### config.mk
export PLATFORM = sky130hd
export DESIGN_NAME = inertial_integrator_flat
export DESIGN_NICKNAME = d
export VERILOG_FILES = /design/src/rtl/inertial_integrator_if.sv /design/src/rtl/inertial_integrator.sv /design/src/flat_wrapper.sv
export SDC_FILE = /design/constraint.sdc
export NUM_CORES = 1
export LEC_CHECK = 0
export ABC_AREA = 0
export BUFFER_PORTS_ARGS = -buffer_cell sky130_fd_sc_hd__buf_2
export CAP_MARGIN = 40
export CORE_ASPECT_RATIO = 1.5
export CORE_MARGIN = 3
export CORE_UTILIZATION = 57
export DETAILED_ROUTE_END_ITERATION = 16
export GPL_TIMING_DRIVEN = 1
export HOLD_SLACK_MARGIN = 0.08
export PLACE_DENSITY = 0.76
export SLEW_MARGIN = 20
export SYNTH_ARGS = -nofsm -noshare
export SYNTH_HDL_FRONTEND = slang
export SYNTH_SLANG_ARGS = --single-unit
export TNS_END_PERCENT = 30
### constraint.sdc
create_clock -name clk -period 8.5 [get_ports clk]
set_clock_uncertainty 0.1 [all_clocks]
set_input_delay 1.275 -clock clk [delete_from_list [all_inputs] [get_ports clk]]
set_output_delay 1.275 -clock clk [all_outputs]
set_load 0.1 [all_outputs]
### src/rtl/inertial_integrator_if.sv
// ============================================================================
// Module   : inertial_integrator_if
// Purpose  : Sample/strobe bundle between the inertial front end and the
//            pitch integrator; modports for the driver and the integrator.
// Revision : 1.0
// ============================================================================
`default_nettype none

interface inertial_integrator_if;
    logic        vld;
    logic [15:0] ptch_rt_raw;
    logic [15:0] AZ;
    logic        cal_start;
    logic        rider_off;
    logic [15:0] ptch;
    logic [15:0] ptch_rt;
    logic        ptch_vld;
    logic        cal_busy;
    logic        cal_done;

    modport master (
        output vld, ptch_rt_raw, AZ, cal_start, rider_off,
        input  ptch, ptch_rt, ptch_vld, cal_busy, cal_done
    );

    modport slave (
        input  vld, ptch_rt_raw, AZ, cal_start, rider_off,
        output ptch, ptch_rt, ptch_vld, cal_busy, cal_done
    );
endinterface

`default_nettype wire

### src/rtl/inertial_integrator.sv
// ============================================================================
// Module   : inertial_integrator
// Purpose  : Gyro offset removal, pitch integration with accel fusion and
//            gyro-offset calibration averaging 2^CAL_LOG2 samples.
// Revision : 1.0
// ============================================================================
`default_nettype none

module inertial_integrator #(
    parameter logic [15:0] PTCH_RT_OFFSET = 16'h0050,
    parameter logic [15:0] AZ_OFFSET      = 16'h00A0,
    parameter int          CAL_LOG2       = 4,
    parameter int          FUSION_INC     = 1024
) (
    input  wire logic             clk,
    input  wire logic             rst_n,
    inertial_integrator_if.slave  bus
);

    localparam int                          c_ACC_W = 16 + CAL_LOG2;
    localparam int                          c_CNT_W = CAL_LOG2 + 1;
    localparam logic [c_CNT_W-1:0]          c_CAL_N = c_CNT_W'(2 ** CAL_LOG2);
    localparam logic signed [26:0]          c_FUS   = 27'(FUSION_INC);
    localparam logic signed [25:0]          c_GAIN  = 26'sd327;

    typedef enum logic [0:0] {
        ST_RUN = 1'b0,
        ST_CAL = 1'b1
    } state_t;

    state_t                     r_state;
    state_t                     w_state_nxt;

    logic signed [26:0]         r_ptch_int;
    logic        [15:0]         r_ptch_rt;
    logic                       r_ptch_vld;
    logic                       r_cal_done;
    logic        [15:0]         r_offset;
    logic        [c_ACC_W-1:0]  r_cal_acc;
    logic        [c_CNT_W-1:0]  r_cal_cnt;

    logic        [15:0]         w_rt_comp;
    logic        [15:0]         w_az_comp;
    logic signed [25:0]         w_az_ext;
    logic signed [25:0]         w_prod;
    logic signed [15:0]         w_ptch_acc;
    logic signed [15:0]         w_ptch;
    logic signed [26:0]         w_fus;
    logic signed [26:0]         w_rt_ext;
    logic signed [26:0]         w_int_nxt;
    logic        [c_ACC_W-1:0]  w_acc_nxt;
    logic        [c_CNT_W-1:0]  w_cnt_nxt;
    logic        [15:0]         w_ofs_cal;
    logic                       w_integrate;
    logic                       w_acc_clr;
    logic                       w_acc_add;
    logic                       w_cal_fin;
    logic                       w_unused;

    // Datapath: offset removal, accel pitch estimate and fusion direction
    assign w_rt_comp  = bus.ptch_rt_raw - r_offset;
    assign w_az_comp  = bus.AZ - AZ_OFFSET;
    assign w_az_ext   = {{10{w_az_comp[15]}}, w_az_comp};
    assign w_prod     = w_az_ext * c_GAIN;
    assign w_ptch_acc = {{3{w_prod[25]}}, w_prod[25:13]};
    assign w_ptch     = r_ptch_int[26:11];
    assign w_fus      = (w_ptch_acc > w_ptch) ? c_FUS : -c_FUS;
    assign w_rt_ext   = {{11{w_rt_comp[15]}}, w_rt_comp};
    assign w_int_nxt  = r_ptch_int - w_rt_ext + w_fus;

    // Low 16 bits of (acc >>> CAL_LOG2) are simply the slice starting at CAL_LOG2
    assign w_acc_nxt  = r_cal_acc + {{CAL_LOG2{bus.ptch_rt_raw[15]}}, bus.ptch_rt_raw};
    assign w_cnt_nxt  = r_cal_cnt + c_CNT_W'(1);
    assign w_ofs_cal  = w_acc_nxt[CAL_LOG2 +: 16];

    assign w_unused   = &{1'b0, w_prod[12:0]};

    always_ff @(posedge clk or negedge rst_n) begin
        if (!rst_n) begin
            r_state <= ST_RUN;
        end else begin
            r_state <= w_state_nxt;
        end
    end

    always_comb begin
        w_state_nxt = r_state;
        w_integrate = 1'b0;
        w_acc_clr   = 1'b0;
        w_acc_add   = 1'b0;
        w_cal_fin   = 1'b0;
        case (r_state)
            ST_RUN: begin
                if (bus.cal_start) begin
                    w_state_nxt = ST_CAL;
                    w_acc_clr   = 1'b1;
                end else if (bus.vld) begin
                    w_integrate = 1'b1;
                end
            end
            ST_CAL: begin
                if (bus.cal_start) begin
                    w_acc_clr = 1'b1;
                end else if (bus.vld) begin
                    w_acc_add = 1'b1;
                    if (w_cnt_nxt == c_CAL_N) begin
                        w_cal_fin   = 1'b1;
                        w_state_nxt = ST_RUN;
                    end
                end
            end
            default: w_state_nxt = ST_RUN;
        endcase
    end

    always_ff @(posedge clk or negedge rst_n) begin
        if (!rst_n) begin
            r_ptch_int <= '0;
            r_ptch_rt  <= '0;
            r_ptch_vld <= 1'b0;
            r_cal_done <= 1'b0;
            r_offset   <= PTCH_RT_OFFSET;
            r_cal_acc  <= '0;
            r_cal_cnt  <= '0;
        end else begin
            r_ptch_vld <= w_integrate;
            r_cal_done <= w_cal_fin;

            if (w_integrate) begin
                r_ptch_rt <= w_rt_comp;
            end

            // rider_off keeps the integrator pinned at zero regardless of state
            if (bus.rider_off || w_cal_fin) begin
                r_ptch_int <= '0;
            end else if (w_integrate) begin
                r_ptch_int <= w_int_nxt;
            end

            if (w_acc_clr) begin
                r_cal_acc <= '0;
                r_cal_cnt <= '0;
            end else if (w_acc_add) begin
                r_cal_acc <= w_acc_nxt;
                r_cal_cnt <= w_cnt_nxt;
            end

            if (w_cal_fin) begin
                r_offset <= w_ofs_cal;
            end
        end
    end

    assign bus.ptch     = w_ptch;
    assign bus.ptch_rt  = r_ptch_rt;
    assign bus.ptch_vld = r_ptch_vld;
    assign bus.cal_busy = (r_state == ST_CAL);
    assign bus.cal_done = r_cal_done;

endmodule

`default_nettype wire

### src/flat_wrapper.sv
// flat-port wrapper written by rule: the top's interface ports become plain ports
module inertial_integrator_flat 
#(
    parameter logic [15:0] PTCH_RT_OFFSET = 16'h0050,
    parameter logic [15:0] AZ_OFFSET      = 16'h00A0,
    parameter int          CAL_LOG2       = 4,
    parameter int          FUSION_INC     = 1024
)
  (clk, rst_n, bus_vld, bus_ptch_rt_raw, bus_AZ, bus_cal_start, bus_rider_off, bus_ptch, bus_ptch_rt, bus_ptch_vld, bus_cal_busy, bus_cal_done);
  inertial_integrator_if bus_i ();
  input  wire logic clk;
  input  wire logic rst_n;
  input wire logic [$bits(bus_i.vld)-1:0] bus_vld;
  input wire logic [$bits(bus_i.ptch_rt_raw)-1:0] bus_ptch_rt_raw;
  input wire logic [$bits(bus_i.AZ)-1:0] bus_AZ;
  input wire logic [$bits(bus_i.cal_start)-1:0] bus_cal_start;
  input wire logic [$bits(bus_i.rider_off)-1:0] bus_rider_off;
  output wire logic [$bits(bus_i.ptch)-1:0] bus_ptch;
  output wire logic [$bits(bus_i.ptch_rt)-1:0] bus_ptch_rt;
  output wire logic [$bits(bus_i.ptch_vld)-1:0] bus_ptch_vld;
  output wire logic [$bits(bus_i.cal_busy)-1:0] bus_cal_busy;
  output wire logic [$bits(bus_i.cal_done)-1:0] bus_cal_done;
  assign bus_i.vld = bus_vld;
  assign bus_i.ptch_rt_raw = bus_ptch_rt_raw;
  assign bus_i.AZ = bus_AZ;
  assign bus_i.cal_start = bus_cal_start;
  assign bus_i.rider_off = bus_rider_off;
  assign bus_ptch = bus_i.ptch;
  assign bus_ptch_rt = bus_i.ptch_rt;
  assign bus_ptch_vld = bus_i.ptch_vld;
  assign bus_cal_busy = bus_i.cal_busy;
  assign bus_cal_done = bus_i.cal_done;
  inertial_integrator #(.PTCH_RT_OFFSET(PTCH_RT_OFFSET), .AZ_OFFSET(AZ_OFFSET), .CAL_LOG2(CAL_LOG2), .FUSION_INC(FUSION_INC)) u_core (.clk(clk), .rst_n(rst_n), .bus(bus_i));
endmodule
Word level (Yosys, flattened, before mapping):

Index checks and enable logic that the tools add are counted.

* bits in latches: 0
* memory bits (writable): 0
* input bits: 37
* word-level logic and storage cells: 41
* flip-flop bits (word level): 87
* memories kept: 0
* memory bits (read-only): 0

* add/subtract/negate cells: 6
* equal/unequal tests: 1
* bitwise logic cells: 1
* div/mod/pow operators: 0
* muxes and demuxes: 20
* order comparisons: 1
* multipliers: 1
* reduce and logical (&&, ||, !) cells: 3
* shift operators: 0

Operators by type and width (count)
* $mux W27: 3
* $mux W20: 2
* $add A27 B27 Y27: 1
* $sub A27 B16 Y27: 1
* $mul A16 B10 Y26 const B: 1
* $add A20 B20 Y20: 1
* $gt A13 B16 Y1: 1
* $sub A16 B16 Y16: 1
* $sub A16 B8 Y16 const B: 1
* $mux W1: 12
* $mux W5: 2
* $add A5 B1 Y5 const B: 1
* $eq A5 B5 Y1 const B: 1
* $reduce_bool A2 Y1: 2
* $pmux W1 S2: 1
* $logic_or A1 B1 Y1: 1
* $not A1 Y1: 1

Logic depth before layout (Yosys ltp):

* depth after elaboration: 8
* depth in mapped cells: 44
* mapped depth without buffers: 44

Worst setup path before layout:

OpenSTA, ideal clock, no wires.

* kind: input-to-reg
* from: input port bus_AZ[5]
* to: register u_core.r_ptch_int[26]
* slack: -3115 ps
* arrival: 11437 ps
* required time: 8322 ps
* stages on the path: 40
* cell sequence: inv_1 ha_1 nand2b_1 nand3_1 xor2_1 inv_1 ha_1 ha_1 fa_1 fa_1 inv_1 fa_1 inv_1 ha_1 nand3_1 o21a_1 o21ai_0 o211ai_1 (+4 left out) nand4_1 nor3_1 o21ai_0 and4_1 a211o_1 inv_1 fa_1 inv_1 ha_1 a21o_1 a21oi_1 o211ai_1 a221o_1 a31oi_2 o311ai_2 xnor2_1 or3_1 a21oi_1

* longest elaborated chain between the ends: 7

Ends and longest elaborated chain
* from (decl): RTL line flat_wrapper.sv:15 `input wire logic [$bits(bus_i.AZ)-1:0] bus_AZ;`
* $sub A16 B8 Y16: RTL line inertial_integrator.sv:62 `assign w_az_comp = bus.AZ - AZ_OFFSET;`
* $mul A16 B10 Y26: RTL line inertial_integrator.sv:64 `assign w_prod = w_az_ext * c_GAIN;`
* $gt A13 B16 Y1: RTL line inertial_integrator.sv:67 `assign w_fus = (w_ptch_acc > w_ptch) ? c_FUS : -c_FUS;`
* $mux W27: RTL line inertial_integrator.sv:67
* $add A27 B27 Y27: RTL line inertial_integrator.sv:69 `assign w_int_nxt = r_ptch_int - w_rt_ext + w_fus;`
* $mux W27: RTL line inertial_integrator.sv:136 `end else if (w_integrate) begin`
* $mux W27: RTL line inertial_integrator.sv:134 `if (bus.rider_off || w_cal_fin) begin`
* to (signal assigned): RTL line inertial_integrator.sv:137 `r_ptch_int <= w_int_nxt;`
* to (decl): RTL line inertial_integrator.sv:34 `logic signed [26:0] r_ptch_int;`

Every way passes these cells. The select of a mux whose other input is x is not followed.
A chain may end at the register's enable or synchronous reset.

Worst setup path after layout:

* from: input port bus_AZ[8]
* to: register u_core.r_ptch_int[26]

The elaborated chain is that of the path after synthesis.

==> impl_metrics.toml <==
[synth]
ys_seq_area_frac = 0.221
syn_avg_cell_area_um2 = 8.64
ys_seq_elements = 87
synth_edf_count = 0
syn_inst = 1141
ys_async_sr_fraction = 1.00
synthFlopType = "dfrtp_1"
ys_warn_count = 0
yosysUniqueCellTypes = 55
syn_area_mm2 = 0.00986
syn_nets = 1402

[setup_path]
critPathTopFamily = "adder cells"
cpMostUsedCell = "fa_1"
path_buf_inv = 8
cp-startpoint = "bus_AZ[8]"
crit_slowest_cell = "or4_4"
cp_max_fo = 6
r2r_end = "u_core.r_ptch_int[26]$_DFFE_PN0P_"
worst_r2r_path_depth = 23
criticalPathCategory = "in -> reg"
crit_path_end_kind = "register"
timing.rr.start = "u_core.r_offset[1]$_DFFE_PN0P_"
rrSetupSlack_ps = 2610
worstPathArrival_ps = 10010
setup.worst_path.start_class = "input pin"
crit_path_max_incr_delay_ps = 520
required_ps = 8680

[finish]
nets = 1580
final_layout_size_suffix_gt1_frac = 0.250
fillers = 1255
fin_area_mm2 = 0.0123
insertedDiodeCount = 0
ff_latch_area_mm2 = 0.00218
areaGrowthSynthToFinish_pct = 24.6
layout.cells.non_filler = 1534
layout_common_cells = "inv_1 (163), ha_1 (146), buf_4 (129)"
final_common_cell = "inv_1"
multi_input_area_mm2 = 0.00741

[outcome]
status = "complete, but fails checks"
failed_checks = "negative setup slack"

[timing]
relSlewSlack = 0.426
setup_tns_ps = -15700
setup_viol = 16
worst_slew_pin_slew_ps = 853
period_share = 1.16
fin_ws_ps = -1330
finalHoldViolCount = 0
rsz0062_at_grt = "true"
drv_slew = 0
fmax_mhz = 102
min_period_ps = 9830

[global_route]
grt_antenna_before_repair = 0
first_global_vias = 9009
grt_pass1_wl_mm = 40.7
grt_max_degree = 50
grt-ovfl-total = 0
track_usage = 0.263

[routing]
firstDrtPassIters = 5
drc_errors = 0
drt_iter0_drc = 347
antenna_left = 0
vias_per_cell = 5.55
dr_total_vias = 8510
wirelength_mm = 25.2
wl_per_cell_um = 16.4

[min_path]
whs_endpoint = "u_core.bus.ptch_rt[7]$_DFFE_PN0P_"
hp-class = "reg -> reg"
min-delay-start = "u_core.bus.ptch_rt[7]$_DFFE_PN0P_"
worstHoldPathCells = 2

[power]
leakage_uw = 0.00617
peakVddDrop_mv = 0.187
p_total_uw = 3360
powerDensity_mw_per_mm2 = 274

[floorplanning]
num_io_pins = 72
dieArea_mm2 = 0.0189
num_rows = 58
die_w_um = 113
core-area_mm2 = 0.0168
die_h_um = 167
start_util = 0.586

[clock_tree]
htreeDepth = 3
cts_buffers = 9
clk_pin_slew_ps = 80
cts_root_buf = "clkbuf_16"
cts_max_path_buffers = 2
cts_tree = "built"
clock_latency_ps = 360
cts_sinks = 87
cts_hold_buffers = 0

[place]
numPortBuffers = 71
dpl_worst_slack_ps = -1760
dpl.hpwl_mm = 19.4
globalplace.congestion = 0.929
placed_cells = 1502
placed_area_mm2 = 0.0115

[run]
maxCapViolations = 0
layer usage:
layer  global-route usage  up-vias  part of all wire
met1                0.278     4116              0.37
met2                0.513      183              0.56
met4                0.107        0             0.044
met3               0.0334       89             0.028
met5                    0        -                 0
li1                     -     4122                 -
sequential cells by signal (all words and copies together), names as in the netlist:
| register | cells |
|---|---|
| u_core.r_offset | 16 |
| u_core.bus.cal_busy | 1 |
| u_core.bus.cal_done | 1 |
| u_core.bus.ptch_vld | 1 |
| u_core.bus.ptch_rt | 16 |
| u_core.r_cal_acc | 20 |
| u_core.r_ptch_int | 27 |
| u_core.r_cal_cnt | 5 |
repair_timing:
item                                    4_1_cts  5_1_grt
pin swaps                                    26       55
setup buffers                                 9        8
resized for setup                            30       49
cloned                                        0        0
endpoints found under the setup margin       16       16
logic make-up (layout without fill, tap and decap cells):
| kind of cell | after synthesis | count (layout) | share of synthesized area |
|---|---|---|---|
| AOI/OAI and AO/OA | 240 | 240 | 0.148 |
| buffers and inverters | 219 | 402 | 0.0895 |
| adders and majority gates | 224 | 224 | 0.329 |
| DFF | 87 | 87 | 0.221 |
| xor gates and xnor gates | 91 | 91 | 0.0808 |
| and+or+nand+nor | 273 | 273 | 0.123 |
| muxes | 7 | 7 | 0.00800 |
tightest hold or removal path, cell delays in order, from the launching register on:
cell and delay (ps):
dfrtp_1 340, nand2_1 40, o21ai_0 60
where the power goes:
part	internal (µW)	switching, µW	leakage [µW]	total, µW
Sequential	434	12.5	0.00112	446
Clock	238	182	0.000145	420
Combinational	1220	1280	0.00491	2490
how the worst max path moves through the flow:
stage | end | slack (ps) | depth (start not counted)
floorplan | u_core.r_ptch_int[26]$_DFFE_PN0P_ | -1310 | 40
global placement | u_core.r_ptch_int[26]$_DFFE_PN0P_ | -1520 | 45
detailed placement | u_core.r_ptch_int[26]$_DFFE_PN0P_ | -1760 | 43
CTS | u_core.r_ptch_int[26]$_DFFE_PN0P_ | -1230 | 45
global route | u_core.r_ptch_int[26]$_DFFE_PN0P_ | -1740 | 46
finish | u_core.r_ptch_int[26]$_DFFE_PN0P_ | -1330 | 42
synth_stat cells, drive strengths merged, types with 7 or more instances:
library cell / number / share of area
inv: 180 / 0.069
nand3: 20 / 0.010
nand2: 112 / 0.043
clkbuf: 20 / 0.0076
a211oi: 8 / 0.0061
fa: 59 / 0.12
nand2b: 11 / 0.0070
nor3: 16 / 0.0081
o31ai: 8 / 0.0075
xor2: 33 / 0.029
xnor2: 58 / 0.052
buf: 19 / 0.013
o21a: 9 / 0.0069
a21o: 15 / 0.011
a21oi: 104 / 0.053
mux2: 7 / 0.0080
nor2b: 12 / 0.0076
ha: 165 / 0.21
dfrtp: 85 / 0.22
o21ai: 57 / 0.029
and3: 7 / 0.0044
nor2: 69 / 0.026
stage by stage:
| step | hold WS [ps] | util |
|---|---|---|
| after detailed placement | 369 | 0.684 |
| final | 382 | 0.729 |
| after CTS | 384 | 0.715 |
| after floorplan | 378 | - |
| after global placement | 360 | 0.683 |
| after global routing | 416 | 0.729 |
area by class of cell:
| class | instances | share of cell area |
|---|---|---|
| Multi-Input combinational cell | 835 | 0.603 |
| Sequential cell | 87 | 0.177 |
| Clock buffer | 10 | 0.0195 |
| Timing Repair Buffer | 206 | 0.117 |
| Clock inverter | 6 | 0.00550 |
| Tap cell | 210 | 0.0214 |
| Inverter | 180 | 0.0559 |
Power figures use the tool's default switching activity.
